==> src/rtl/tail_light_pkg.sv <==
// Shared types and constants for the tail-light lamp sequencer.
package tail_light_pkg;

  // Sequencer FSM states
  typedef enum logic [1:0] {
    StIdle,
    StRamp,
    StHold
  } state_e;

  // Side select encodings fed to the light mux
  localparam logic [1:0] SIDE_NONE  = 2'b00;
  localparam logic [1:0] SIDE_RIGHT = 2'b01;
  localparam logic [1:0] SIDE_LEFT  = 2'b10;
  localparam logic [1:0] SIDE_BOTH  = 2'b11;

  // Brightness table; wider duty words zero-extend L0..L2 and saturate L3
  localparam logic [7:0] LEVEL_0 = 8'h03;
  localparam logic [7:0] LEVEL_1 = 8'h0F;
  localparam logic [7:0] LEVEL_2 = 8'h3F;
  localparam logic [7:0] LEVEL_3 = 8'hFF;

  localparam int unsigned NUM_LAMPS  = 3;
  localparam int unsigned NUM_LEVELS = 4;

endpackage

==> src/rtl/tail_light_tick.sv <==
// Ramp-step prescaler: emits a one-cycle step pulse every TICK_DIV enabled cycles.
// A synchronous clear holds the count at zero.
module tail_light_tick #(
  parameter int unsigned TICK_DIV = 6250000
) (
  input  logic clk_i,
  input  logic rst_ni,
  input  logic en_i,
  input  logic clr_i,
  output logic step_o
);

  localparam int unsigned   CntW   = (TICK_DIV > 1) ? $clog2(TICK_DIV) : 1;
  localparam logic [CntW-1:0] CntMax = CntW'(TICK_DIV - 1);

  logic [CntW-1:0] cnt_q, cnt_d;
  logic            wrap;

  assign wrap   = (cnt_q == CntMax);
  assign step_o = en_i & ~clr_i & wrap;

  // Next count: clear wins, otherwise count and wrap at the end of a step
  always_comb begin
    cnt_d = cnt_q;
    if (clr_i) begin
      cnt_d = '0;
    end else if (en_i) begin
      cnt_d = wrap ? '0 : cnt_q + 1'b1;
    end
  end

  // Count register
  always_ff @(posedge clk_i or negedge rst_ni) begin
    if (!rst_ni) begin
      cnt_q <= '0;
    end else begin
      cnt_q <= cnt_d;
    end
  end

endmodule

==> src/rtl/tail_light_sequencer.sv <==
// Tail-light sequencer: on a turn request, latch the side and ramp lamps 0..2 through
// four brightness levels, hold all lamps full for one step, then blank.
// Build option: define TAIL_LIGHT_HAZARD_EN to let left&right start a sequence on both sides.
module tail_light_sequencer
  import tail_light_pkg::*;
#(
  parameter int unsigned TICK_DIV = 6250000,
  parameter int unsigned DUTY_W   = 8
) (
  input  logic              clk,
  input  logic              reset,
  input  logic              left,
  input  logic              right,
  output logic [DUTY_W-1:0] duty_0,
  output logic [DUTY_W-1:0] duty_1,
  output logic [DUTY_W-1:0] duty_2,
  output logic [1:0]        side,
  output logic              busy
);

  localparam logic [1:0] LastLamp  = 2'(NUM_LAMPS - 1);
  localparam logic [1:0] LastLevel = 2'(NUM_LEVELS - 1);

  state_e                           state_q, state_d;
  logic [1:0]                       lamp_q, lamp_d;
  logic [1:0]                       level_q, level_d;
  logic [1:0]                       side_q, side_d;
  logic [NUM_LAMPS-1:0][DUTY_W-1:0] duty_q, duty_d;
  logic                             step;
  logic                             start;
  logic [1:0]                       req_side;
  logic                             tick_en;
  logic                             tick_clr;

  function automatic logic [DUTY_W-1:0] level_duty(input logic [1:0] lvl);
    logic [DUTY_W-1:0] d;
    case (lvl)
      2'd0:    d = DUTY_W'(LEVEL_0);
      2'd1:    d = DUTY_W'(LEVEL_1);
      2'd2:    d = DUTY_W'(LEVEL_2);
      default: d = '1;
    endcase
    return d;
  endfunction

  // Prescaler only runs during a sequence and sits at zero while idle
  assign tick_en  = (state_q != StIdle);
  assign tick_clr = (state_q == StIdle);

  tail_light_tick #(
    .TICK_DIV(TICK_DIV)
  ) u_tick (
    .clk_i (clk),
    .rst_ni(reset),
    .en_i  (tick_en),
    .clr_i (tick_clr),
    .step_o(step)
  );

  // Decode a start request and the side it selects
  always_comb begin
    start    = 1'b0;
    req_side = SIDE_NONE;
    if (left ^ right) begin
      start    = 1'b1;
      req_side = right ? SIDE_RIGHT : SIDE_LEFT;
    end
`ifdef TAIL_LIGHT_HAZARD_EN
    else if (left && right) begin
      start    = 1'b1;
      req_side = SIDE_BOTH;
    end
`endif
  end

  // State, position and output registers
  always_ff @(posedge clk or negedge reset) begin
    if (!reset) begin
      state_q <= StIdle;
      lamp_q  <= '0;
      level_q <= '0;
      side_q  <= SIDE_NONE;
      duty_q  <= '0;
    end else begin
      state_q <= state_d;
      lamp_q  <= lamp_d;
      level_q <= level_d;
      side_q  <= side_d;
      duty_q  <= duty_d;
    end
  end

  // Next state: requests are only looked at in idle, so the side stays latched
  always_comb begin
    state_d = state_q;
    lamp_d  = lamp_q;
    level_d = level_q;
    side_d  = side_q;
    unique case (state_q)
      StIdle: begin
        if (start) begin
          state_d = StRamp;
          lamp_d  = '0;
          level_d = '0;
          side_d  = req_side;
        end
      end
      StRamp: begin
        if (step) begin
          if (level_q == LastLevel) begin
            level_d = '0;
            if (lamp_q == LastLamp) begin
              state_d = StHold;
            end else begin
              lamp_d = lamp_q + 2'd1;
            end
          end else begin
            level_d = level_q + 2'd1;
          end
        end
      end
      StHold: begin
        if (step) begin
          state_d = StIdle;
          lamp_d  = '0;
          level_d = '0;
          side_d  = SIDE_NONE;
        end
      end
      default: begin
        state_d = StIdle;
        lamp_d  = '0;
        level_d = '0;
        side_d  = SIDE_NONE;
      end
    endcase
  end

  // Next duty words: only the lamp being ramped changes; finished lamps keep full brightness
  always_comb begin
    duty_d = duty_q;
    unique case (state_q)
      StIdle: begin
        if (start) begin
          duty_d    = '0;
          duty_d[0] = level_duty(2'd0);
        end
      end
      StRamp: begin
        if (step) begin
          for (int i = 0; i < int'(NUM_LAMPS); i++) begin
            if (level_q == LastLevel) begin
              if (lamp_q == LastLamp) begin
                duty_d[i] = '1;
              end else if (2'(i) == lamp_q + 2'd1) begin
                duty_d[i] = level_duty(2'd0);
              end
            end else if (2'(i) == lamp_q) begin
              duty_d[i] = level_duty(level_q + 2'd1);
            end
          end
        end
      end
      StHold: begin
        if (step) begin
          duty_d = '0;
        end
      end
      default: begin
        duty_d = '0;
      end
    endcase
  end

  assign duty_0 = duty_q[0];
  assign duty_1 = duty_q[1];
  assign duty_2 = duty_q[2];
  assign side   = side_q;
  assign busy   = (state_q != StIdle);

endmodule

==> config.mk <==
export PLATFORM = sky130hd
export DESIGN_NAME = tail_light_sequencer
export DESIGN_NICKNAME = d
export VERILOG_FILES = /design/src/rtl/tail_light_pkg.sv /design/src/rtl/tail_light_tick.sv /design/src/rtl/tail_light_sequencer.sv
export SDC_FILE = /design/constraint.sdc
export NUM_CORES = 1
export LEC_CHECK = 0
export CAP_MARGIN = 20
export CORE_UTILIZATION = 45
export CTS_BUF_LIST = sky130_fd_sc_hd__clkbuf_8
export DETAILED_ROUTE_END_ITERATION = 10
export DONT_BUFFER_PORTS = 1
export PLACE_DENSITY = 0.66
export SETUP_SLACK_MARGIN = 0.15
export SYNTH_ARGS = -nofsm -noshare
export SYNTH_HDL_FRONTEND = slang
export SYNTH_HIERARCHICAL = 1
export SYNTH_SLANG_ARGS = --single-unit
==> constraint.sdc <==
create_clock -name clk -period 3.1 [get_ports clk]
set_input_delay 0.465 -clock clk [delete_from_list [all_inputs] [get_ports clk]]
set_output_delay 0.465 -clock clk [all_outputs]
set_load 0.05 [all_outputs]
==> results.yml, run 1 <==
status:
  status: "finished with violations"
  violations: "hold timing"
cts:
  post-cts-setup-buffers: 0
  numCtsBuffers: 5
  cts_tree: "done"
  ctsRootBufferMaster: "clkbuf_8"
  clk_latency_ns: 0.30
  clk_pin_slew_worst_paths_ns: 0.10
  cts_buffer_depth: 2
  clock-sinks: 43
  htreeDepth: 2
detailed_routing:
  wl_per_cell_um: 16.5
  drt_wl_total_mm: 6.41
  vias: 2383
  drt-initial-drc-count: 281
  detail-route-antenna-nets: 0
  viasPerCell: 6.14
  drc: 0
  drtPass1Iterations: 4
placement:
  gp_congestion: 0.857
  port_buffers: 0
  hpwlAfterDp_mm: 4.34
power:
  peakVddDrop_mv: 0.338
  p_total_mw: 1.51
  pwr-share-clk: 0.241
  swShare: 0.388
  power_density_nw_per_um2: 506
  p_leak_nw: 1.27
  comb_power_share: 0.207
  p_sw_uw: 584
  seq_power_share: 0.553
  p_int_uw: 922
synthesis:
  synth_edf_count: 0
  syn_area_per_cell_sq_um: 8.80
  synth.distinct_cells: 65
  yosysTopAreaCell: "dfrtp_1"
  ys_warn_count: 6
  ys_seq_elements: 43
  synth_top_cell_area_share: 0.369
  synth_top_flop_cell: "dfrtp_1"
  synth_area_sq_um: 2910
  ys_seq_area_frac: 0.369
  synth.top_cells.by_area: "dfrtp_1 37%, nand2_1 4.9%, ha_1 4.3%, buf_4 3.6%, nor2_1 3.2%"
  async_flop_share: 1.00
  syn_inst: 331
  synth_fp_nets: 345
setup_path:
  cpPeakStageDelay_ns: 0.47
  crit_type: "reg2reg"
  critPathMaxFanout: 11
  cp_slowest_cell: "dfrtp_1"
  required_ns: 3.29
  path_cells: "nor4b_2 -> and4_1 -> nand3_1 -> nor3_1 -> buf_4 -> nor3b_2 -> or2_1 -> a22oi_1 -> a21oi_1"
  critPathBufInv: 1
  arrival_ns: 2.64
  endpoint_kind: "register"
  crit_family: "simple AND/OR/NAND/NOR gates"
  start_kind: "register"
run:
  maxCapViolCount: 0
final_layout:
  final_util: 0.488
  area_growth_pct: 2.06
  mostFrequentLayoutCells: "43 x dfrtp_1, 38 x nand2_1, 25 x nor2_1"
  diodes: 0
  drive_gt1_frac: 0.0958
  nets: 326
  final_common_cell: "dfrtp_1"
sta:
  setup_viol: 0
  finalHoldViolCount: 14
  fin_worst_skew_ns: 0.0139
  worst_hold_slack_ns: -0.00949
  fmax_ghz: 0.407
  rsz0062_at_grt: "no"
  relSlewSlack: 0.367
  finalCritPeriodShare: 0.792
  drv_slew: 0
  final.setup.tns_ns: 0
  post-route-min-period_ns: 2.45
  worst_pin_slew_ns: 0.950
die:
  ioPinCount: 31
  rows: 28
  core_sq_um: 6100
  start_util: 0.478
  die-area_sq_um: 6800
  fp.dieW_um: 82.5
  die_h_um: 82.5
hold_path:
  min_path_type: "in2async"
grt:
  grt-ovfl-total: 0
  grt_max_degree: 44
  grt_pass1_wl_mm: 10.9
  grt.total_usage: 0.211
  first_global_vias: 2159
  antenna_found_initial: 0
[worst paths after layout]
check | slack (ns) | cells past startpoint | start | to
min in group clk | 0.49 | 3 | right | side[0]
setup / recovery | 0.65 | 9 | u_tick/cnt_q[6] | duty_2[3]
hold reg to reg | 0.55 | 1 | lamp_q[0] | lamp_q[0]
hold / removal | -0.009 | 1 | reset | duty_0[6]
max in group asynchronous | 2.90 | 1 | reset | u_tick/cnt_q[6]
setup reg to reg | 0.65 | 9 | u_tick/cnt_q[6] | duty_2[3]
[cell families (layout without fill, tap and decap cells)]
logic type / count (synthesis) / count (layout) / share of synthesized area
AO/OA/AOI/OAI: 74 / 74 / 0.177
XOR/XNOR: 1 / 1 / 0.00301
adder cells (fa/ha/maj): 10 / 10 / 0.0429
buffers and inverters: 45 / 27 / 0.0846
flip-flops: 43 / 43 / 0.369
multiplexers: 6 / 6 / 0.0206
AND/OR/NAND/NOR: 152 / 152 / 0.303
[through the flow]
step | worst slack (ns) | area [sq um] | instances
6_report | 0.646 | 2970 | 388
2_1_floorplan | 0.247 | 2920 | 331
3_3_place_gp | 0.807 | 2860 | 379
5_1_grt | 0.435 | 2970 | 388
4_1_cts | 0.682 | 2970 | 388
3_5_place_dp | 0.693 | 2860 | 379
[synthesized netlist by cell type (all sizes together) (2+ instances only)]
| cell type | number |
|---|---|
| a211o | 2 |
| a21oi | 13 |
| a22oi | 4 |
| a311oi | 2 |
| a31o | 2 |
| a41oi | 2 |
| and2b | 2 |
| and3 | 10 |
| and4 | 6 |
| buf | 24 |
| clkbuf | 10 |
| dfrtp | 43 |
| ha | 10 |
| inv | 11 |
| mux2i | 6 |
| nand2 | 38 |
| nand2b | 6 |
| nand3 | 19 |
| nand4 | 15 |
| nor2 | 25 |
| nor2b | 5 |
| nor3 | 7 |
| nor3b | 5 |
| nor4 | 3 |
| o2111ai | 4 |
| o211ai | 2 |
| o21ai | 19 |
| o21bai | 2 |
| o221ai | 2 |
| o22ai | 3 |
| o311ai | 2 |
| o31ai | 2 |
| o32ai | 3 |
| or2 | 2 |
| or3 | 2 |
| or4 | 3 |
[state kept, by name (all words and copies together) (netlist names)]
| signal | flops |
|---|---|
| state_q | 2 |
| level_q | 2 |
| u_tick/cnt_q | 23 |
| duty_1 | 4 |
| duty_0 | 4 |
| duty_2 | 4 |
| side | 2 |
| lamp_q | 2 |
[power groups by stage]
stage / clock network, mW / registers [mW] / logic (mW)
floorplan: 0 / 0.768 / 0.320
global placement: 0 / 0.838 / 0.289
detailed placement: 0 / 0.841 / 0.297
CTS: 0.377 / 0.831 / 0.313
global route: 0.397 / 0.849 / 0.364
finish: 0.363 / 0.832 / 0.311
[layer usage]
layer  share of wire  track usage
met3           0.062       0.0396
met2            0.44        0.309
met5               0            0
met4           0.010       0.0509
met1            0.49        0.317
[what timing repair did]
action	CTS	global route
hold endpoints to repair	43	0
hold buffers	1	0
gates resized for setup	0	0
[worst reg2reg max path, delay by kind of cell (launching register included)]
| kind | cells | cell delay (ns) |
|---|---|---|
| buffers and inverters | 1 | 0.18 |
| flip-flops | 1 | 0.47 |
| AND/OR/NAND/NOR | 6 | 1.41 |
| AO/OA/AOI/OAI | 2 | 0.30 |
[layout make-up]
| class | instances | area [sq um] |
|---|---|---|
| fillers | 579 | 3120 |
| multi-input cells | 243 | 1590 |
| flip-flops and latches | 43 | 1080 |
| well taps | 75 | 93.8 |
| repair buffers | 8 | 80.1 |
| clock buffers | 5 | 68.8 |
| inverters | 11 | 41.3 |
| clock inverters | 3 | 20.0 |
Power figures use the tool's default switching activity.
==> inputs of run 2 (changes only) <==
- PLACE_DENSITY: 0.66 -> 0.68
- clock period: 3.1 -> 2.11 ns (I/O delays scaled with it)
==> run 2 against run 1 <==
The run now ends clean. Clock power up 81%. Combinational power rose to 2.9 times the previous value. Wire length up 19%. Clock-buffer cell count unchanged. First-iteration DRC count down 27%. Critical path depth unchanged. Register-to-register slack worse by 0.58 ns. Sequential share of layout area down 6.3 points. Design area up 21%.
==> results.yml, run 2 (synthesis gave the netlist of run 1 again) <==
status:
  status: "finished clean"
sta:
  worst_hold_slack_ns: 0.334
  post-route-min-period_ns: 2.04
  worst_pin_slew_ns: 0.564
  setup_ws_ns: 0.0659
  final.setup.tns_ns: 0
  fmax_ghz: 0.489
  setup_viol: 0
  drv_slew: 0
  finalCritPeriodShare: 0.969
  finalHoldViolCount: 0
  fin_worst_skew_ns: 0.0122
  rsz0062_at_grt: "yes"
  relSlewSlack: 0.623
placement:
  gp_congestion: 0.834
  dp_slack_ns: -0.171
  hpwlAfterDp_mm: 5.06
  port_buffers: 0
grt:
  grt_pass1_wl_mm: 12.3
  grt_max_degree: 44
  first_global_vias: 2553
  antenna_found_initial: 0
  grt-ovfl-total: 0
  grt.total_usage: 0.239
setup_path:
  required_ns: 2.35
  arrival_ns: 2.29
  start_kind: "register"
  critPathMaxFanout: 4
  crit_type: "reg2reg"
  endpoint_kind: "register"
die:
  start_util: 0.478
  die_h_um: 82.5
  core_sq_um: 6100
  die-area_sq_um: 6800
  rows: 28
  fp.dieW_um: 82.5
  ioPinCount: 31
final_layout:
  fillers: 524
  nets: 391
  drive_gt1_frac: 0.296
  final_common_cell: "buf_4"
  diodes: 0
  largest_register: "u_tick/cnt_q"
  mostFrequentLayoutCells: "67 x buf_4, 43 x dfrtp_1, 35 x nand2_1"
  area_growth_pct: 23.4
  largest_reg_flops: 23
cts:
  clock-sinks: 43
  ctsRootBufferMaster: "clkbuf_8"
  cts_tree: "done"
  cts_buffer_depth: 2
  clk_latency_ns: 0.31
  htreeDepth: 2
  numCtsBuffers: 5
  clk_pin_slew_worst_paths_ns: 0.09
detailed_routing:
  detail-route-antenna-nets: 0
  drt_wl_total_mm: 7.60
  drt-initial-drc-count: 204
  vias: 2758
  drtPass1Iterations: 5
  viasPerCell: 6.09
  drc: 0
  wl_per_cell_um: 16.8
power:
  power_density_nw_per_um2: 718
  peakVddDrop_mv: 0.452
  p_leak_nw: 1.63
  p_total_mw: 2.58
hold_path:
  min_path_type: "in2reg"
run:
  maxCapViolCount: 0
-- run 2: worst paths after layout --
check                      slack (ns)                to        startpoint  cells after the start
max                              0.07         duty_0[5]  u_tick/cnt_q[13]                      9
min                              0.33           side[0]             right                      3
max in group asynchronous        1.38  u_tick/cnt_q[16]             reset                      2
min in group asynchronous        0.50         lamp_q[0]             reset                      2
min reg2reg                      0.53         duty_2[6]         duty_2[6]                      2
max reg2reg                      0.07         duty_0[5]  u_tick/cnt_q[13]                      9
-- run 2: per-stage QoR --
stage,instances,util,cell area (sq um)
3_3_place_gp,433,0.538,3280
2_1_floorplan,331,-,2970
6_report,453,0.590,3600
5_1_grt,453,0.590,3600
4_1_cts,448,0.576,3510
3_5_place_dp,433,0.538,3280
-- run 2: critical path, cell delays in order (launching register included) --
cell	delay, ns
dfrtp_1	0.40
nor4_2	0.32
and4_1	0.24
nand3_2	0.11
nor3_4	0.19
nand2_2	0.12
buf_6	0.14
nor3_4	0.15
buf_6	0.15
mux2i_1	0.17
-- run 2: area by class of cell --
class	count	area [sq um]	share of cell area
inverters	11	43.8	0.0122
clock inverters	3	43.8	0.0122
multi-input cells	244	1700	0.472
repair buffers	72	574	0.160
well taps	75	93.8	0.0261
clock buffers	5	68.8	0.0191
flip-flops and latches	43	1080	0.299
-- run 2: layer usage --
metal | wire [um] | track usage | up-vias
li1 | - | - | 1301
met1 | 3600 | 0.348 | 1359
met2 | 3470 | 0.364 | 91
met3 | 468 | 0.0429 | 7
met4 | 60 | 0.0614 | 0
met5 | 0 | 0 | -
-- run 2: timing repair --
item	4_1_cts	5_1_grt
pin swaps	12	3
endpoints found under the hold margin	43	0
endpoints found under the setup margin	20	24
hold buffers	2	0
gates resized for setup	13	11
buffers inserted	4	5
cloned	1	0
-- run 2: where the power goes --
| part | internal, mW | switching [mW] | leakage (nW) |
|---|---|---|---|
| sequential | 0.927 | 0.100 | 0.551 |
| clock | 0.353 | 0.305 | 0.0581 |
| combinational | 0.354 | 0.543 | 1.03 |
| total | 1.63 | 0.949 | 1.63 |
